**src/rtl/y_capture_pkg.sv**
```systemverilog
// Shared types and MISR step for the Y-capture block.
// Optional golden comparison is enabled by defining Y_CAPTURE_GOLDEN_EN.
package y_capture_pkg;

    typedef enum logic [1:0] {IDLE, RUN, DONE} state_e;

    localparam logic [15:0] POLY_16 = 16'h100B;

    // MSB-first Galois step; the sample is folded into the low bits after the shift.
    function automatic logic [15:0] misr_step(input logic [15:0] sig, input logic [15:0] y);
        return {sig[14:0], 1'b0} ^ (sig[15] ? POLY_16 : 16'h0000) ^ y;
    endfunction

endpackage

```
**src/rtl/y_capture_fifo.sv**
```systemverilog
// Small synchronous FIFO; head reads straight from the registered storage.
// Extra pointer MSB distinguishes full from empty when the indices match.
module y_capture_fifo #(
    parameter int W     = 3,
    parameter int DEPTH = 2
) (
    input  logic         clk,
    input  logic         rst_n,
    input  logic         push,
    input  logic [W-1:0] din,
    input  logic         pop,
    output logic         full,
    output logic         empty,
    output logic [W-1:0] head
);

    localparam int AW = (DEPTH > 1) ? $clog2(DEPTH) : 1;

    logic [W-1:0] mem_q [DEPTH];
    logic [AW:0]  wr_q;
    logic [AW:0]  rd_q;
    logic         do_push;
    logic         do_pop;

    assign empty   = (wr_q == rd_q);
    assign full    = (wr_q[AW] != rd_q[AW]) && (wr_q[AW-1:0] == rd_q[AW-1:0]);
    assign do_push = push && !full;
    assign do_pop  = pop && !empty;
    assign head    = empty ? '0 : mem_q[rd_q[AW-1:0]];

    always_ff @(posedge clk or negedge rst_n) begin
        if (!rst_n) begin
            wr_q <= '0;
            rd_q <= '0;
        end else begin
            if (do_push) wr_q <= wr_q + 1'b1;
            if (do_pop)  rd_q <= rd_q + 1'b1;
        end
    end

    always_ff @(posedge clk) begin
        if (do_push) mem_q[wr_q[AW-1:0]] <= din;
    end

endmodule

```
**src/rtl/y_capture_misr.sv**
```systemverilog
// Captures a run of Y samples into a 16-bit MISR and forwards each one through a FIFO.
// Define Y_CAPTURE_GOLDEN_EN to add the golden_sig input and registered pass flag.
module y_capture_misr
    import y_capture_pkg::*;
#(
    parameter int Y_W   = 3,
    parameter int DEPTH = 2,
    parameter int SIG_W = 16,
    parameter int CNT_W = 8
) (
    input  logic             clk,
    input  logic             rst_n,
    input  logic             start,
    input  logic [CNT_W-1:0] n_samples,
    input  logic             in_valid,
    output logic             in_ready,
    input  logic [Y_W-1:0]   in_y,
    output logic             out_valid,
    input  logic             out_ready,
    output logic [Y_W-1:0]   out_y,
    output logic             busy,
    output logic             done,
    output logic [SIG_W-1:0] signature
`ifdef Y_CAPTURE_GOLDEN_EN
    ,
    input  logic [SIG_W-1:0] golden_sig,
    output logic             pass
`endif
);

    state_e           state_q;
    logic [CNT_W-1:0] n_q;
    logic [CNT_W-1:0] count_q;
    logic [SIG_W-1:0] sig_q;
    logic [SIG_W-1:0] sig_d;
    logic             busy_q;
    logic             done_q;
    logic             accept;
    logic             last;
    logic             fifo_full;
    logic             fifo_empty;

    // A full FIFO stalls the input even on a same-cycle pop: no bypass path.
    assign in_ready  = (state_q == RUN) && !fifo_full;
    assign accept    = in_valid && in_ready;
    assign last      = (count_q == n_q - CNT_W'(1));
    assign sig_d     = misr_step(sig_q, 16'(in_y));
    assign out_valid = !fifo_empty;
    assign busy      = busy_q;
    assign done      = done_q;
    assign signature = sig_q;

`ifdef Y_CAPTURE_GOLDEN_EN
    logic pass_q;
    assign pass = pass_q;
`endif

    always_ff @(posedge clk or negedge rst_n) begin
        if (!rst_n) begin
            state_q <= IDLE;
            busy_q  <= 1'b0;
            done_q  <= 1'b0;
            n_q     <= '0;
            count_q <= '0;
            sig_q   <= '0;
`ifdef Y_CAPTURE_GOLDEN_EN
            pass_q  <= 1'b0;
`endif
        end else begin
            case (state_q)
                IDLE, DONE: begin
                    if (start) begin
                        n_q     <= n_samples;
                        count_q <= '0;
                        sig_q   <= '0;
                        if (n_samples == '0) begin
                            state_q <= DONE;
                            busy_q  <= 1'b0;
                            done_q  <= 1'b1;
`ifdef Y_CAPTURE_GOLDEN_EN
                            pass_q  <= (golden_sig == '0);
`endif
                        end else begin
                            state_q <= RUN;
                            busy_q  <= 1'b1;
                            done_q  <= 1'b0;
`ifdef Y_CAPTURE_GOLDEN_EN
                            pass_q  <= 1'b0;
`endif
                        end
                    end
                end
                RUN: begin
                    if (accept) begin
                        count_q <= count_q + CNT_W'(1);
                        sig_q   <= sig_d;
                        if (last) begin
                            state_q <= DONE;
                            busy_q  <= 1'b0;
                            done_q  <= 1'b1;
`ifdef Y_CAPTURE_GOLDEN_EN
                            pass_q  <= (sig_d == golden_sig);
`endif
                        end
                    end
                end
                default: begin
                    state_q <= IDLE;
                    busy_q  <= 1'b0;
                    done_q  <= 1'b0;
                end
            endcase
        end
    end

    y_capture_fifo #(
        .W     (Y_W),
        .DEPTH (DEPTH)
    ) u_fifo (
        .clk   (clk),
        .rst_n (rst_n),
        .push  (accept),
        .din   (in_y),
        .pop   (out_ready),
        .full  (fifo_full),
        .empty (fifo_empty),
        .head  (out_y)
    );

endmodule

```
**config.mk**
```make
export PLATFORM = sky130hd
export DESIGN_NAME = y_capture_misr
export DESIGN_NICKNAME = d
export VERILOG_FILES = /design/src/rtl/y_capture_pkg.sv /design/src/rtl/y_capture_fifo.sv /design/src/rtl/y_capture_misr.sv
export SDC_FILE = /design/constraint.sdc
export NUM_CORES = 1
export LEC_CHECK = 0
export ABC_AREA = 1
export CORE_UTILIZATION = 45
export DETAILED_ROUTE_END_ITERATION = 7
export GPL_ROUTABILITY_DRIVEN = 0
export PLACE_DENSITY = 0.73
export SETUP_SLACK_MARGIN = 0.3
export SLEW_MARGIN = 15
export SYNTH_ARGS = -nofsm -noshare
export SYNTH_HDL_FRONTEND = slang
export SYNTH_SLANG_ARGS = --single-unit
```
**constraint.sdc**
```tcl
create_clock -name clk -period 2.1 [get_ports clk]
set_input_delay 0.315 -clock clk [delete_from_list [all_inputs] [get_ports clk]]
set_output_delay 0.315 -clock clk [all_outputs]
set_load 0.05 [all_outputs]
```
======== Yosys cells after proc, flatten, opt, wreduce, memory -nomap -nowiden ========
Memory sizes are Yosys's and may differ from the RTL's.
Cells that the tools add are included.
storage, ports and cells
  bits in registers ....................... 40
  memory bits (writable) .................. 6
  output and inout bits ................... 23
  word-level logic and storage cells ...... 63
  memories ................................ 1
memories
  name          depth  width  rd ports  clocked after Yosys merged registers in  wr ports  RTL line              text
  u_fifo.mem_q  2      3      1         0                                        1         y_capture_fifo.sv:19  logic [W-1:0] mem_q [DEPTH];
operators by class
  add/sub/neg operators ................... 4
  eq/ne operators ......................... 9
  muxes and demuxes ....................... 25
  bitwise operators ....................... 2
  reduce and logical (&&, ||, !) cells .... 14
operator list
  operator             number
  $mux 16              2
  $pmux 16 s2          1
  $mux 8               2
  $pmux 8 s2           1
  $xor 16x13->16       1
  $xor 16x3->16        1
  $mux 13              1
  $mux 1               10
  $add 8x1->8 const B  1
  $eq 8x8->1           1
  $logic_not 8->1      1
  $mux 2               4
  $sub 8x1->8 const B  1
  $reduce_and 3->1     2
  $logic_and 1x1->1    5
  $add 2x1->2 const B  2
  $ne 2x2->1 const B   2
  $pmux 1 s2           2
  $pmux 2 s2           1
  $mux 3               1
  $eq 2x1->1 const B   1
  $eq 2x2->1           1
  $eq 2x2->1 const B   1
  $logic_not 1->1      2
  other kinds (7)      7

======== Longest topological paths before layout ========
  word-level depth ........................ 8
  mapped depth ............................ 14
  depth with buffers taken out ............ 14

======== Cells and area by module ========
Synthesis repeated with hierarchy kept, for this count alone.
unflattened totals
  cells, all modules ...................... 284
  area, all modules ....................... 2339.7 um^2
by module, submodules not included
  module          times used  cells an instance  area an instance (um^2)  seq. area each (um^2)
  y_capture_misr  1           227                1830.5                   875.8
  y_capture_fifo  1           57                 509.2                    280.3

======== Least setup slack after synthesis ========
No wires, ideal clock.
  path kind ............................... register -> output
  start point ............................. register u_fifo.wr_q[1]
  end point ............................... output out_y[0]
  data arrival time ....................... 1.930 ns
  data required time ...................... 1.785 ns
  setup slack ............................. -0.145 ns
  stages on the path, launching flop included .. 8
  buffers on the path ..................... 0
  cell sequence ........................... dfrtp_1 > inv_1 > nand2_1 > nand2_1 > inv_1 > nand2_1 > inv_1 > a21oi_1
on the way
  longest elaborated chain between the ends .. 2
ends and longest elaborated chain
  item                    RTL line              text
  start, declared         y_capture_fifo.sv:20  logic [AW:0] wr_q;
  start signal, assigned  y_capture_fifo.sv:36  if (do_push) wr_q <= wr_q + 1'b1;
  $eq 2x2->1              y_capture_fifo.sv:25  assign empty = (wr_q == rd_q);
  $mux 3                  y_capture_fifo.sv:29  assign head = empty ? '0 : mem_q[rd_q[AW-1:0]];
  end, declared           y_capture_misr.sv:20  output logic [Y_W-1:0] out_y,
Every way passes these cells.

======== Final worst setup path ========
  start point ............................. register sig_q[14] (netlist: signature[14])
  end point ............................... output signature[14]
RTL lines
  item                    RTL line              text
  start, declared         y_capture_misr.sv:34  logic [SIG_W-1:0] sig_q;
  start signal, assigned  y_capture_misr.sv:96  sig_q <= sig_d;
  end, declared           y_capture_misr.sv:23  output logic [SIG_W-1:0] signature
No word-level cell between the ends.

==> flow_summary.json <==
{
  "yosysSeqAreaShare_pct": 51.6,
  "vias": 1857,
  "dpl_cell_area_um2": 2780,
  "antenna_found_initial": 0,
  "tns_ns": 0,
  "cp_max_fo": 2,
  "postLayoutCellArea_um2": 2960,
  "fin_skew_ns": 0.00537,
  "synth_async_sr_flop_share_pct": 86.7,
  "status": "finished, final reports clean",
  "peakVddDrop_uv": 617,
  "die_area_um2": 5270,
  "reg2reg_from": "n_q[0]$_DFFE_PN0P_",
  "yosysWarnings": 0,
  "dp_hpwl_um": 3430,
  "yosys-top-cells-area": "dfrtp_1, nand2_1, edfxtp_1, inv_1, o21ai_0",
  "numCtsBuffers": 5,
  "diodes": 0,
  "vias_per_cell": 4.76,
  "synth.most_common_cell": "nand2_1",
  "numPortBuffers": 38,
  "rows": 25,
  "fin_crit_sh_pct": 84.1,
  "synth_top_area_share_pct": 43.6,
  "areaGrowthSynthToFinish_pct": 32.0,
  "maxSlewViolCount": 0,
  "drcViolationCount": 0,
  "max_freq_ghz": 0.566,
  "grt_overflow_total": 0,
  "critPathLaunchType": "register",
  "synth_fp_nets": 288,
  "synthCells": 270,
  "synth_top_area_cell": "dfrtp_1",
  "synthDistinctLibCells": 26,
  "synth_edf_count": 6,
  "nets": 340,
  "clkLatencyLatePin_ns": 0.29,
  "postRouteAntennaNets": 0,
  "critPathArrivalTime_ns": 1.45,
  "die_y_um": 72.6,
  "cts.path.max_buffers": 2,
  "crit_cells": 1,
  "setup_viol": 0,
  "drt_wl_total_um": 4690,
  "grt_pass1_wl_um": 7850,
  "maxCapViolCount": 0,
  "critPathLaunch": "signature[14]$_DFFE_PN0P_",
  "p_per_area_nw_per_um2": 1450,
  "rsz0062_at_grt": "true",
  "start_util_pct": 47.1,
  "layoutNonFillerInstCount": 390,
  "max_stage_delay_ns": 0.80,
  "end_kind": "primary output",
  "cts_tree": "done",
  "syn_avg_cell_area_um2": 8.30,
  "hold_class": "in2async",
  "ff2ff_path_depth": 14,
  "synth.cell_area_um2": 2240,
  "grt_use_total_pct": 19.1,
  "fin_crit_ns": 1.77,
  "final_util_pct": 62.2,
  "cts_max_level": 2,
  "path_buf_inv": 1,
  "worst-slew-pin-transition_ns": 0.579,
  "leakage_nw": 1.56,
  "synth_ff_type": "dfrtp_1",
  "die_x_um": 72.6,
  "grt_pass1_vias": 1762,
  "critPathTopFamily": "buffers and inverters",
  "slowest_stage": "clkdlybuf4s50_1",
  "hold_violations": 0,
  "hold_ws_ns": 0.0135,
  "place_inst": 375,
  "drive_above_1_share_pct": 16.1,
  "yosys-top-cells-count": "nand2_1, inv_1, dfrtp_1",
  "core-area_um2": 4750,
  "clkSlewWorstSetupHoldPaths_ns": 0.08,
  "relSlewSlack_pct": 61.4,
  "dr.pass1.iters": 4,
  "drtIter0Drc": 99,
  "grt_max_degree": 26,
  "clock_sinks": 45,
  "critPathKind": "reg2out",
  "clockRootBuffer": "clkbuf_8",
  "cp_cell_sequence": "clkdlybuf4s50_1",
  "crit_required_ns": 1.78,
  "boundaryPins": 39,
  "wl_per_cell_um": 12.0,
  "synth-seq-cells": 45,
  "hold_buffers": 0
}
-- metrics by stage --
| step | worst slack, ns | total power [mW] |
|---|---|---|
| 5_1_grt | 0.234 | 4.61 |
| 6_report | 0.333 | 4.29 |
| 3_5_place_dp | 0.273 | 3.63 |
| 2_1_floorplan | 0.366 | 2.93 |
| 4_1_cts | 0.304 | 4.14 |
| 3_3_place_gp | 0.261 | 3.60 |
-- where the power goes --
part | leakage (nW) | internal (mW) | switching (mW) | total (mW)
Sequential | 0.564 | 1.13 | 0.192 | 1.32
Combinational | 0.959 | 0.907 | 1.54 | 2.45
Clock | 0.0385 | 0.236 | 0.282 | 0.518
-- repair_timing --
| item | CTS | global route |
|---|---|---|
| setup buffers | 1 | 6 |
| pin swaps | 0 | 10 |
| setup endpoints to repair | 10 | 24 |
| resized for setup | 7 | 21 |
-- sequential cells by signal (all words and copies together) (netlist names), 2 cells and up --
register and flops:
u_fifo.rd_q 2, n_q 8, signature 16, u_fifo.wr_q 2
u_fifo.mem_q 6, count_q 8
-- placed cells by master, fill, tap and decap left out, drive strengths merged, types with 7 or more instances in the layout --
master	Yosys	routed
nand3	12	12
dlymetal6s2s	0	10
xor2	7	7
a21oi	10	10
clkdlybuf4s50	0	16
clkbuf	3	7
o22ai	11	11
nor2	26	26
inv	43	43
dfrtp	39	39
buf	2	18
o21ai	18	18
nand2	76	76
-- routing by layer --
| metal | share of wire [%] | track usage (%) | vias to the layer above |
|---|---|---|---|
| li1 | - | - | 959 |
| met1 | 48 | 25.7 | 861 |
| met2 | 48 | 32.1 | 35 |
| met3 | 3.2 | 3.75 | 2 |
| met4 | 0.62 | 4.58 | 0 |
| met5 | 0 | 0 | - |
-- cell families (layout without fill, tap and decap cells) --
family / Yosys count / after routing / synth area share, %
adder cells (fa/ha/maj): 2 / 2 / 1.12
AO/OA/AOI/OAI: 40 / 40 / 9.66
multiplexers: 1 / 1 / 0.502
XOR/XNOR: 10 / 10 / 3.91
flip-flops: 45 / 45 / 51.6
AND/OR/NAND/NOR: 124 / 124 / 25.1
buffers and inverters: 48 / 101 / 8.15
-- area by class of cell --
cell class              count  area, um^2
fillers                   429        1800
flip-flops and latches     45        1160
multi-input cells         177         961
repair buffers             50         508
inverters                  43         164
well taps                  67        83.8
clock buffers               7        76.3
clock inverters             1        7.51
-- path summary, 6_finish.rpt --
check,endpoint,slack (ns)
worst max register to register,busy$_DFFE_PN0P_,0.40
worst max-delay path,signature[14],0.33
max in group asynchronous,count_q[7]$_DFFE_PN0P_,1.52
worst min-delay path,u_fifo.rd_q[1]$_DFFE_PN0P_,0.01
min in group clk,busy$_DFFE_PN0P_,0.48
worst min register to register,busy$_DFFE_PN0P_,0.48
Note: power is estimated with default switching activity, not from simulation.
